File: src/rtl/fsm_eg_driver.sv
// fsm_eg_driver
//   Test-sequence driver for a small target FSM. On request it pulses the
//   target's reset, drives an 8-step {a,b} stimulus pattern, compares the
//   returned {y0,yl} against the known-good response, and reports the
//   mismatch count and the step index of the first mismatch.
//
// Ports
//   clk        in   rising-edge system clock
//   reset      in   synchronous, active-high reset
//   start      in   run request, honoured only in IDLE
//   loop       in   sampled in DONE; 1 restarts the sequence immediately
//   y0         in   Mealy output of the target
//   yl         in   Moore output of the target
//   a, b       out  stimulus bits to the target (registered)
//   dut_reset  out  reset pulse to the target (registered)
//   busy       out  high in RST, RUN and DONE
//   done       out  one-cycle pulse at the end of each sequence
//   err_cnt    out  mismatch count for the current sequence, saturates at 15
//   first_err  out  step index of the first mismatch, valid when err_cnt != 0

module fsm_eg_driver (
    input  logic       clk,
    input  logic       reset,
    input  logic       start,
    input  logic       loop,
    input  logic       y0,
    input  logic       yl,
    output logic       a,
    output logic       b,
    output logic       dut_reset,
    output logic       busy,
    output logic       done,
    output logic [3:0] err_cnt,
    output logic [2:0] first_err
);

    typedef enum logic [1:0] {
        IDLE = 2'd0,
        RST  = 2'd1,
        RUN  = 2'd2,
        DONE = 2'd3
    } state_t;

    state_t     r_state;
    state_t     w_state_nxt;
    logic [2:0] r_step;
    logic [2:0] w_step_nxt;
    logic [1:0] w_ab_nxt;
    logic       w_mismatch;

    logic       r_a;
    logic       r_b;
    logic       r_dut_reset;
    logic [3:0] r_err_cnt;
    logic [2:0] r_first_err;

    // Stimulus pattern {a,b} for each step.
    function automatic logic [1:0] stim_ab(input logic [2:0] s);
        logic [1:0] v;
        case (s)
            3'd0:    v = 2'b00;
            3'd1:    v = 2'b10;
            3'd2:    v = 2'b01;
            3'd3:    v = 2'b10;
            3'd4:    v = 2'b11;
            3'd5:    v = 2'b00;
            3'd6:    v = 2'b11;
            default: v = 2'b11;
        endcase
        return v;
    endfunction

    // Known-good {y0,yl} response of the target, starting from S0.
    function automatic logic [1:0] exp_y(input logic [2:0] s);
        logic [1:0] v;
        case (s)
            3'd0:    v = 2'b01;
            3'd1:    v = 2'b01;
            3'd2:    v = 2'b01;
            3'd3:    v = 2'b01;
            3'd4:    v = 2'b11;
            3'd5:    v = 2'b00;
            3'd6:    v = 2'b11;
            default: v = 2'b00;
        endcase
        return v;
    endfunction

    always_comb begin
        w_state_nxt = r_state;
        w_step_nxt  = r_step;
        w_ab_nxt    = '0;
        case (r_state)
            IDLE: begin
                if (start) begin
                    w_state_nxt = RST;
                end
            end
            RST: begin
                w_state_nxt = RUN;
                w_step_nxt  = '0;
            end
            RUN: begin
                if (r_step == 3'd7) begin
                    w_state_nxt = DONE;
                    w_step_nxt  = '0;
                end else begin
                    w_step_nxt = r_step + 3'd1;
                end
            end
            DONE: begin
                w_state_nxt = loop ? RST : IDLE;
            end
            default: begin
                w_state_nxt = IDLE;
                w_step_nxt  = '0;
            end
        endcase
        // a/b/dut_reset are flops, so they are loaded from the state and
        // step the controller is about to enter.
        if (w_state_nxt == RUN) begin
            w_ab_nxt = stim_ab(w_step_nxt);
        end
    end

    // The response seen during a RUN cycle is judged at that cycle's closing edge.
    assign w_mismatch = (r_state == RUN) && ({y0, yl} != exp_y(r_step));

    always_ff @(posedge clk) begin
        if (reset) begin
            r_state     <= IDLE;
            r_step      <= '0;
            r_a         <= 1'b0;
            r_b         <= 1'b0;
            r_dut_reset <= 1'b0;
            r_err_cnt   <= '0;
            r_first_err <= '0;
        end else begin
            r_state     <= w_state_nxt;
            r_step      <= w_step_nxt;
            r_a         <= w_ab_nxt[1];
            r_b         <= w_ab_nxt[0];
            r_dut_reset <= (w_state_nxt == RST);
            if (w_state_nxt == RST) begin
                r_err_cnt   <= '0;
                r_first_err <= '0;
            end else if (w_mismatch) begin
                // Counter is cleared at sequence start, so zero marks the first miss.
                if (r_err_cnt == 4'd0) begin
                    r_first_err <= r_step;
                end
                if (r_err_cnt != 4'd15) begin
                    r_err_cnt <= r_err_cnt + 4'd1;
                end
            end
        end
    end

    assign a         = r_a;
    assign b         = r_b;
    assign dut_reset = r_dut_reset;
    assign busy      = (r_state != IDLE);
    assign done      = (r_state == DONE);
    assign err_cnt   = r_err_cnt;
    assign first_err = r_first_err;

endmodule

File: config.mk
export PLATFORM = sky130hd
export DESIGN_NAME = fsm_eg_driver
export DESIGN_NICKNAME = d
export VERILOG_FILES = /design/src/rtl/fsm_eg_driver.sv
export SDC_FILE = /design/constraint.sdc
export NUM_CORES = 1
export LEC_CHECK = 0
export BUFFER_PORTS_ARGS = -buffer_cell sky130_fd_sc_hd__buf_2
export CORE_MARGIN = 2
export CORE_UTILIZATION = 45
export DETAILED_ROUTE_END_ITERATION = 7
export GPL_TIMING_DRIVEN = 0
export PLACE_DENSITY = 0.73
export SYNTH_ARGS = -nofsm -noshare
export SYNTH_HDL_FRONTEND = slang
export SYNTH_SLANG_ARGS = --single-unit
File: constraint.sdc
create_clock -name clk -period 2.25 [get_ports clk]
set_input_delay 0.45 -clock clk [delete_from_list [all_inputs] [get_ports clk]]
set_output_delay 0.45 -clock clk [all_outputs]
set_load 0.005 [all_outputs]
# Yosys cells after proc, flatten, opt, wreduce, memory -nomap -nowiden
# Cells that the tools add are included.
# word_totals
register_bits	15
in_bits	6
out_inout_bits	12
elab_cells	49
# op_classes
add_sub_neg	2
eq_ne	17
n_mux	8
n_bitwise	1
n_reduce_logical	14
# op_table
op	n
$eq 3x2->1 const B	4
$eq 3x3->1 const B	4
$reduce_or 2->1	5
$pmux 2 s4	1
$eq 2x2->1 const B	3
$eq 3x1->1 const B	2
$logic_not 3->1	2
$pmux 2 s3	1
$pmux 3 s2	1
$add 4x1->4 const B	1
$eq 2x1->1 const B	2
$logic_not 4->1	1
$mux 2	2
$ne 4x4->1 const B	1
$pmux 2 s2	1
$reduce_and 2->1	2
$reduce_or 4->1	1
$add 3x1->3 const B	1
$mux 3	1
$logic_not 2->1	1
$ne 2x2->1	1
$reduce_bool 2->1	1
$logic_and 1x1->1	1
$mux 1	1
$not 1->1	1

# Longest topological paths before layout
# Gate-level depths: netlist of run 1.
# depth
depth_word	6
mapped_depth	7
ltp_nobuf	7

# Worst setup path before layout of run 1
# No wires, ideal clock.
# synth_path
path_kind	register -> register
startpoint	reg r_step[0]
endpoint	reg r_err_cnt[1], in the netlist err_cnt[1]
arrival_time_ps	1675
t_required_ps	2134
path_slack_ps	459
path_stages_with_launch	8
n_path_buf	0
period_less_slack_ps	1791
cell_sequence	dfxtp_1 inv_1 ha_1 o211a_1 a211o_1 a31oi_4 a211oi_1 a41o_1
# synth_between
elab_chain_len	6
elab_cells_between_ends	17
classes_between	eq/ne: 8; mux: 3; reduce/logical: 6
# synth_lines
element	line	source
start: declaration	46	logic [2:0] r_step;
start signal: assignment	140	r_step <= w_step_nxt;
$eq 3x2->1 (tied with other cells)	76	case (s)
$reduce_or 4->1 (no line) or $reduce_or 2->1 (tied branches)	n/a	
$pmux 2 s2	76	
$ne 2x2->1	127	assign w_mismatch = (r_state == RUN) && ({y0, yl} != exp_y(r_step));
$logic_and 1x1->1	127	
$reduce_and 2->1 (no line)	n/a	
end signal: assignment	153	r_err_cnt <= r_err_cnt + 4'd1;
end: declaration	54	logic [3:0] r_err_cnt;
# Parallel ways exist; a longest one is shown, timed or not.
# A chain may end at the register's enable or synchronous reset.

# Final worst setup path of run 1
# Same ends and word-level chain as after synthesis.

==> impl_metrics.json, run 1 <==
{
  "io_pins": 18,
  "grt_max_degree": 10,
  "crit_path_max_incr_delay_ns": 0.42,
  "dr.pass1.iters": 4,
  "grt_setup_unrepaired": "no",
  "remaining_drc_errors": 0,
  "synth-seq-cells": 15,
  "vias": 711,
  "ant_nets": 0,
  "grtUsageTotal_pct": 16.60,
  "insertion_delay_ns": 0.28,
  "place_ws_ns": 0.2729,
  "yosys-top-cells-area": "dfxtp_1 34%, ha_1 17%, a21oi_1 4.0%",
  "ys_types": 31,
  "path_cells": "inv_1 > ha_1 > o211a_1 > a211o_1 > a31oi_4 > a211oi_1 > a41o_1",
  "combPwrFrac_pct": 46.8,
  "gp_congestion": 0.7803,
  "cap_violations": 0,
  "cp.required_ns": 2.42,
  "drt_iter0_markers": 3,
  "swShare_pct": 40.25,
  "grt_pass1_wl_um": 2670,
  "cp-start-kind": "register",
  "grt_overflow_total": 0,
  "antenna_found_initial": 0,
  "cts_resized": 0,
  "setup_ws_ns": 0.2625,
  "die_x_um": 48.06,
  "final_core_util_pct": 56.98,
  "yosysSeqAreaShare_pct": 34.38,
  "fin_crit_ns": 1.987,
  "worst_clock_skew_ns": 0.002342,
  "critical_path_arrival_ns": 2.16,
  "synth_warnings": 0,
  "wirelength_um": 1589,
  "cts_tree": "yes",
  "area_growth_pct": 16.33,
  "syn_area_um2": 873.3,
  "hold_viol": 0,
  "clock_path_buffers": 2,
  "numPortBuffers": 17,
  "path_class": "register to register",
  "synth_cells": 96,
  "peakVddDrop_uv": 575.4,
  "dieHeight_um": 48.06,
  "yosys.area.top_type": "dfxtp_1",
  "whs_ns": 0.4108,
  "setup_viol": 0,
  "synth_nets": 114,
  "worst_pin_slew_ns": 0.4827,
  "start_util_pct": 48.98,
  "hold_path.class": "input pin to register",
  "cts_hold_buffers": 0,
  "power_frac_seq_pct": 36.8,
  "drive_gt1_share_pct": 22.22,
  "wire_per_inst_um": 11.19,
  "critPathBufInv": 1,
  "outcome": "complete, no violations",
  "dieArea_um2": 2309,
  "cpMaxStageDelayCell": "dfxtp_1",
  "p_clk_share_pct": 16.4,
  "cts_made_buffers": 3,
  "power.density_nw_per_um2": 883.8,
  "post_drt_via_cell_ratio": 5.007,
  "clk_pin_slew_ns": 0.08,
  "max_freq_mhz": 503.1,
  "rows": 15,
  "grt_pass1_vias": 653,
  "cp-end-kind": "register",
  "maxSlewHeadroom_pct": 67.70,
  "htreeDepth": 1,
  "cts-root-buf": "clkbuf_4",
  "tns_ns": 0,
  "leakage_nw": 0.4819,
  "cts_sinks": 15,
  "avgSynthCellArea_um2": 9.097,
  "finalCritPeriodShare_pct": 88.33,
  "diodes": 0,
  "core-area_um2": 1783,
  "synth_top_area_share_pct": 34.38,
  "p_int_w": 0.0005365,
  "post_cts_buffers": 0,
  "path_delay_family": "compound AO/OA/AOI/OAI gates",
  "p_switching_w": 0.0003614,
  "slew_viol_final": 0,
  "hpwl_um": 1305,
  "fin_nets": 136,
  "crit_fanout": 9
}
==> logic make-up (layout without fill, tap and decap cells) <==
| group | count (synthesis) | in the layout | synth area share (%) |
|---|---|---|---|
| AND/OR/NAND/NOR | 38 | 38 | 25.08 |
| adder cells (fa/ha/maj) | 13 | 13 | 18.34 |
| flip-flops | 15 | 15 | 34.38 |
| AO/OA/AOI/OAI | 17 | 17 | 14.47 |
| multiplexers | 3 | 3 | 3.439 |
| buffers and inverters | 10 | 31 | 4.298 |
==> power by group through the flow <==
| stage | Clock (W) | Combinational, W | Sequential, W |
|---|---|---|---|
| after floorplan | 0 | 0.000319 | 0.000332 |
| after global placement | 0 | 0.000411 | 0.000335 |
| after detailed placement | 0 | 0.000426 | 0.000338 |
| after CTS | 0.000150 | 0.000430 | 0.000331 |
| after global routing | 0.000162 | 0.000492 | 0.000335 |
| final | 0.000147 | 0.000420 | 0.000330 |
==> per-layer routing <==
metal,part of all wire (%),GRT usage [%]
met4,0.50,3.243
met1,44,19.91
met5,0,0
met3,5.2,7.170
met2,50,27.73
==> area by class of cell <==
type,count,area (µm²)
Inverter,10,37.54
Tap cell,25,31.28
Timing Repair Buffer,17,85.08
Clock buffer,4,26.28
Sequential cell,15,300.3
Multi-Input combinational cell,71,535.5
Fill cell,173,767.0
==> worst paths after layout <==
path	start	endpoint	slack, ns	cells past startpoint
hold reg to reg	first_err[2]$_SDFFE_PP0P_	first_err[2]$_SDFFE_PP0P_	0.46	2
setup reg to reg	r_step[0]$_SDFF_PP0_	err_cnt[1]$_SDFFE_PP0P_	0.26	7
setup / recovery	r_step[0]$_SDFF_PP0_	err_cnt[1]$_SDFFE_PP0P_	0.26	7
hold / removal	reset	r_step[0]$_SDFF_PP0_	0.41	2
==> state kept, by name (all words and copies together) (netlist names) <==
name / cells
r_step: 3
dut_reset: 1
a: 1
first_err: 3
r_state: 2
b: 1
err_cnt: 4
==> metrics by stage <==
stage	power, W	cell area [µm²]	instances
2_1_floorplan	0.0006510	873.3	96
3_3_place_gp	0.0007460	989.7	138
3_5_place_dp	0.0007637	989.7	138
4_1_cts	0.0009111	1016	142
5_1_grt	0.0009887	1016	142
6_report	0.0008979	1016	142
==> cell usage after synthesis <==
cell type   n
and4b_1     2
or4_1       1
nor2_1      7
maj3_1      1
a41o_1      1
or2_2       1
nand3_1     2
dfxtp_1    15
inv_1       8
o211a_1     1
nand4_1     1
nor3_1      4
a21oi_1     7
inv_2       2
a21o_1      1
a211oi_1    2
ha_1       12
nor2b_1     2
and3_1      2
and2_1      1
nor4b_1     1
nand2b_1    2
nand2_1     8
mux2i_1     3
o21ai_1     2
a211o_1     2
or2_1       1
nor3b_1     1
nand3_4     1
a31oi_4     1
nand2b_2    1
==> placed cells by master, fill, tap and decap left out <==
cell / count
a211o_1: 2
a211oi_1: 2
a21o_1: 1
a21oi_1: 7
a31oi_4: 1
a41o_1: 1
and2_1: 1
and3_1: 2
and4b_1: 2
buf_2: 17
clkbuf_1: 1
clkbuf_4: 3
dfxtp_1: 15
ha_1: 12
inv_1: 8
inv_2: 2
maj3_1: 1
mux2i_1: 3
nand2_1: 8
nand2b_1: 2
nand2b_2: 1
nand3_1: 2
nand3_4: 1
nand4_1: 1
nor2_1: 7
nor2b_1: 2
nor3_1: 4
nor3b_1: 1
nor4b_1: 1
o211a_1: 1
o21ai_1: 2
or2_1: 1
or2_2: 1
or4_1: 1
Note: power is estimated with default switching activity, not from simulation.
==> inputs of run 2 (changes only) <==
--- a/config.mk
+++ b/config.mk
@@ -10,7 +10,7 @@
 export CORE_UTILIZATION = 45
 export DETAILED_ROUTE_END_ITERATION = 7
 export GPL_TIMING_DRIVEN = 0
-export PLACE_DENSITY = 0.73
+export PLACE_DENSITY = 0.67
 export SYNTH_ARGS = -nofsm -noshare
 export SYNTH_HDL_FRONTEND = slang
 export SYNTH_SLANG_ARGS = --single-unit
==> run 2 against run 1 <==
Via count rose by 0.56%. Register-to-register slack barely moved. Worst setup slack improved by 0.0029 ns. First-iteration DRC count increased by 130%. Sequential power about the same. Clock skew about the same. Final cell count unchanged. Maximum frequency up 0.15%. Critical path type unchanged. Critical endpoint unchanged.
==> impl_metrics.json, run 2 (synthesis gave the netlist of run 1 again) <==
{
  "outcome": "complete, no violations",
  "grt_overflow_total": 0,
  "path_cells": "inv_1 > ha_1 > o211a_1 > a211o_1 > a31oi_4 > a211oi_1 > a41o_1",
  "numPortBuffers": 17,
  "place_area_um2": 989.7,
  "grt_max_degree": 10,
  "largest_reg_flops": 4,
  "wirelength_um": 1529,
  "crit_fanout": 9,
  "whs_ns": 0.4087,
  "path_delay_family": "compound AO/OA/AOI/OAI gates",
  "clock_path_buffers": 2,
  "fin_crit_ns": 1.985,
  "path_class": "register to register",
  "swShare_pct": 40.43,
  "die_x_um": 48.06,
  "cts-root-buf": "clkbuf_4",
  "hold_viol": 0,
  "clk_pin_slew_ns": 0.08,
  "p_switching_w": 0.0003636,
  "dieHeight_um": 48.06,
  "drive_gt1_share_pct": 22.22,
  "cts_resized": 0,
  "antenna_found_initial": 0,
  "finalCritPeriodShare_pct": 88.20,
  "max_freq_mhz": 503.9,
  "worst_pin_slew_ns": 0.4647,
  "grt_pass1_vias": 626,
  "final_common_cell": "buf_2",
  "slew_viol_final": 0,
  "area_growth_pct": 16.33,
  "power.density_nw_per_um2": 885.3,
  "gp_congestion": 0.7708,
  "p_int_w": 0.0005358,
  "dr.pass1.iters": 3,
  "hpwl_um": 1261,
  "stdcell_area_um2": 1016,
  "cp-end-kind": "register",
  "ant_nets": 0,
  "start_util_pct": 48.98,
  "maxSlewHeadroom_pct": 68.90,
  "cp.required_ns": 2.43,
  "insertion_delay_ns": 0.28,
  "rows": 15,
  "cts_tree": "yes",
  "cts_hold_buffers": 0,
  "critPathBufInv": 1,
  "combPwrFrac_pct": 46.7,
  "diodes": 0,
  "wire_per_inst_um": 10.77,
  "power_frac_seq_pct": 36.8,
  "hold_path.class": "input pin to register",
  "cp-start-kind": "register",
  "post_cts_buffers": 0,
  "grt_setup_unrepaired": "no",
  "cpMaxStageDelayCell": "dfxtp_1",
  "power.total_w": 0.0008994,
  "setup_viol": 0,
  "vias": 715,
  "grtUsageTotal_pct": 15.90,
  "fin_nets": 136,
  "cap_violations": 0,
  "tns_ns": 0,
  "nFillCells": 184,
  "crit_path_max_incr_delay_ns": 0.42,
  "htreeDepth": 1,
  "grt_pass1_wl_um": 2532,
  "dieArea_um2": 2309,
  "worst_clock_skew_ns": 0.002029,
  "post_drt_via_cell_ratio": 5.035,
  "drt_iter0_markers": 7,
  "layout_common_cells": "17 x buf_2, 15 x dfxtp_1, 12 x ha_1, 8 x inv_1, 8 x nand2_1",
  "cts_made_buffers": 3,
  "peakVddDrop_uv": 509.0,
  "p_clk_share_pct": 16.5,
  "io_pins": 18,
  "cts_sinks": 15,
  "critical_path_arrival_ns": 2.16,
  "core-area_um2": 1783,
  "leakage_nw": 0.4819,
  "remaining_drc_errors": 0
}
-- run 2: cell counts in the layout (fill, tap and decap cells not counted) --
No cell type changed its count.
-- run 2: path summary, 6_finish.rpt --
check	end	cells past startpoint	startpoint	slack [ns]
setup reg to reg	err_cnt[1]$_SDFFE_PP0P_	7	r_step[0]$_SDFF_PP0_	0.27
hold / removal	r_step[0]$_SDFF_PP0_	2	reset	0.41
hold reg to reg	first_err[2]$_SDFFE_PP0P_	2	first_err[2]$_SDFFE_PP0P_	0.46
setup / recovery	err_cnt[1]$_SDFFE_PP0P_	7	r_step[0]$_SDFF_PP0_	0.27
-- run 2: power by group through the flow --
stage / Clock, W / Combinational [W] / Sequential [W]
after floorplan: 0 / 0.000319 / 0.000332
after global placement: 0 / 0.000412 / 0.000336
after detailed placement: 0 / 0.000425 / 0.000340
after CTS: 0.000155 / 0.000429 / 0.000333
after global routing: 0.000169 / 0.000488 / 0.000336
final: 0.000149 / 0.000420 / 0.000331
-- run 2: area by class of cell --
cell class | instances | area, µm² | share of cell area, %
Multi-Input combinational cell | 71 | 535.5 | 52.71
Sequential cell | 15 | 300.3 | 29.56
Inverter | 10 | 37.54 | 3.695
Timing Repair Buffer | 17 | 85.08 | 8.374
Tap cell | 25 | 31.28 | 3.079
Clock buffer | 4 | 26.28 | 2.586
-- run 2: stage by stage --
step | utilization (%) | setup WS (ns) | std cells
2_1_floorplan | - | 0.4588 | 96
3_3_place_gp | 55.51 | 0.3095 | 138
3_5_place_dp | 55.51 | 0.2572 | 138
4_1_cts | 56.98 | 0.2468 | 142
5_1_grt | 56.98 | 0.1646 | 142
6_report | 56.98 | 0.2654 | 142
-- run 2: layer usage --
| layer | GRT usage (%) | vias up | part of all wire (%) |
|---|---|---|---|
| met2 | 26.93 | 15 | 50 |
| met3 | 5.660 | 0 | 4.1 |
| li1 | - | 378 | - |
| met5 | 0 | - | 0 |
| met4 | 4.865 | 0 | 0 |
| met1 | 18.74 | 322 | 46 |
==> inputs of run 3 (changes only) <==
--- a/config.mk
+++ b/config.mk
@@ -6,6 +6,7 @@
 export NUM_CORES = 1
 export LEC_CHECK = 0
 export BUFFER_PORTS_ARGS = -buffer_cell sky130_fd_sc_hd__buf_2
+export CORE_ASPECT_RATIO = 0.8
 export CORE_MARGIN = 2
 export CORE_UTILIZATION = 45
 export DETAILED_ROUTE_END_ITERATION = 7
==> run 3 against run 2 <==
Hold slack better by 0.0077 ns. Largest power group unchanged. Global-route usage rose by 1.4 points. Combinational power about the same. Utilization is 2.3 points lower. Clock power about the same. Flip-flop and latch count unchanged. Sequential power hardly changed. Clock skew is essentially flat. Critical endpoint unchanged. Register-to-register slack worse by 0.04 ns.
==> impl_metrics.json, run 3 (synthesis gave the netlist of run 1 again) <==
{
  "fin_nets": 136,
  "cp-end-kind": "register",
  "grtUsageTotal_pct": 17.33,
  "final_common_cell": "buf_2",
  "cts_tree": "yes",
  "r2r_end": "err_cnt[1]$_SDFFE_PP0P_",
  "numPortBuffers": 17,
  "worst_pin_slew_ns": 0.4614,
  "leakage_nw": 0.4819,
  "worst_clock_skew_ns": 0.002019,
  "antenna_found_initial": 0,
  "outcome": "complete, no violations",
  "wire_per_inst_um": 11.40,
  "max_freq_mhz": 493.5,
  "final_core_util_pct": 54.65,
  "setup_ws_ns": 0.2237,
  "rows": 14,
  "crit_fanout": 9,
  "cpMaxStageDelayCell": "dfxtp_1",
  "start_util_pct": 47.04,
  "stdcell_area_um2": 1015,
  "slew_viol_final": 0,
  "multi_input_area_um2": 535.5,
  "post_cts_buffers": 0,
  "reg2reg_from": "r_step[0]$_SDFF_PP0_",
  "path_cells": "inv_1 > ha_1 > o211a_1 > a211o_1 > a31oi_4 > a211oi_1 > a41o_1",
  "layout_common_cells": "17 x buf_2, 15 x dfxtp_1, 12 x ha_1, 8 x inv_1, 8 x nand2_1",
  "gp_congestion": 0.7134,
  "maxSlewHeadroom_pct": 69.13,
  "layoutNonFillerInstCount": 141,
  "grt_max_degree": 10,
  "finalCritPeriodShare_pct": 90.06,
  "cp.required_ns": 2.43,
  "setup_viol": 0,
  "cap_violations": 0,
  "cts_sinks": 15,
  "htreeDepth": 1,
  "insertion_delay_ns": 0.27,
  "tns_ns": 0,
  "peakVddDrop_uv": 535.1,
  "core-area_um2": 1857,
  "grt_overflow_total": 0,
  "cts_hold_buffers": 0,
  "endpoint": "err_cnt[1]$_SDFFE_PP0P_",
  "fin_crit_ns": 2.026,
  "clock_path_buffers": 2,
  "die_x_um": 53.26,
  "path_class": "register to register",
  "grt_pass1_vias": 684,
  "cts-root-buf": "clkbuf_4",
  "regArea_um2": 300.3,
  "placedCellCount": 137,
  "place_ws_ns": 0.2574,
  "drt_iter0_markers": 5,
  "largest_reg_flops": 4,
  "diodes": 0,
  "remaining_drc_errors": 0,
  "hold_viol": 0,
  "drive_gt1_share_pct": 22.22,
  "cts_made_buffers": 3,
  "crit_path_max_incr_delay_ns": 0.42,
  "ant_nets": 0,
  "dr.pass1.iters": 3,
  "dieHeight_um": 43.40,
  "io_pins": 18,
  "startpoint": "r_step[0]$_SDFF_PP0_",
  "vias": 728,
  "worstRegToRegCells": 7,
  "grt_pass1_wl_um": 2815,
  "place_area_um2": 988.4,
  "grt_setup_unrepaired": "no",
  "power.density_nw_per_um2": 882.4,
  "clk_pin_slew_ns": 0.08,
  "rrSetupSlack_ns": 0.22,
  "nFillCells": 198,
  "critical_path_arrival_ns": 2.20,
  "wirelength_um": 1608,
  "hold_path.class": "input pin to register",
  "post_drt_via_cell_ratio": 5.163,
  "dieArea_um2": 2311,
  "hpwl_um": 1296,
  "cts_resized": 0,
  "cp-start-kind": "register",
  "area_growth_pct": 16.19
}
[run 3: cell counts in the layout (fill, tap and decap cells not counted)]
No cell type changed its count.
[run 3: cell type report]
| type | instances | area share (%) |
|---|---|---|
| inverters | 10 | 3.699 |
| clock buffers | 4 | 2.589 |
| multi-input cells | 71 | 52.77 |
| well taps | 24 | 2.959 |
| repair buffers | 17 | 8.385 |
| flip-flops and latches | 15 | 29.59 |
[run 3: critical path: cells and delay by family (launching register included)]
kind	cells	cell delay, ns
fa+ha+maj	1	0.24
flops	1	0.42
buf+inv	1	0.11
compound gates	5	1.15
[run 3: stage by stage]
step | hold slack, ns | total power (W)
floorplan | 0.4544 | 0.0006510
global placement | 0.4404 | 0.0007472
detailed placement | 0.4578 | 0.0007571
CTS | 0.4084 | 0.0009078
global route | 0.4148 | 0.0009858
finish | 0.4163 | 0.0008954
[run 3: report_power, final]
part	switching [W]	internal, W
sequential	0.0000280	0.000301
clock	0.0000780	0.0000687
combinational	0.000254	0.000166
[run 3: per-layer routing]
metal	global-route usage [%]	vias to the layer above	routed length [µm]
met3	6.207	2	82
met2	25.43	12	705
li1	-	375	-
met4	7.692	0	19
met1	22.88	339	800
met5	0	-	0
[run 3: worst min-delay path by stage]
stage,start,end,slack (ns),depth (start not counted)
floorplan,first_err[0]$_SDFFE_PP0P_,first_err[0]$_SDFFE_PP0P_,0.45,2
global placement,first_err[2]$_SDFFE_PP0P_,first_err[2]$_SDFFE_PP0P_,0.44,2
detailed placement,first_err[0]$_SDFFE_PP0P_,first_err[0]$_SDFFE_PP0P_,0.46,2
CTS,reset,r_step[1]$_SDFF_PP0_,0.41,2
global route,reset,r_step[1]$_SDFF_PP0_,0.41,2
finish,reset,r_step[0]$_SDFF_PP0_,0.42,2
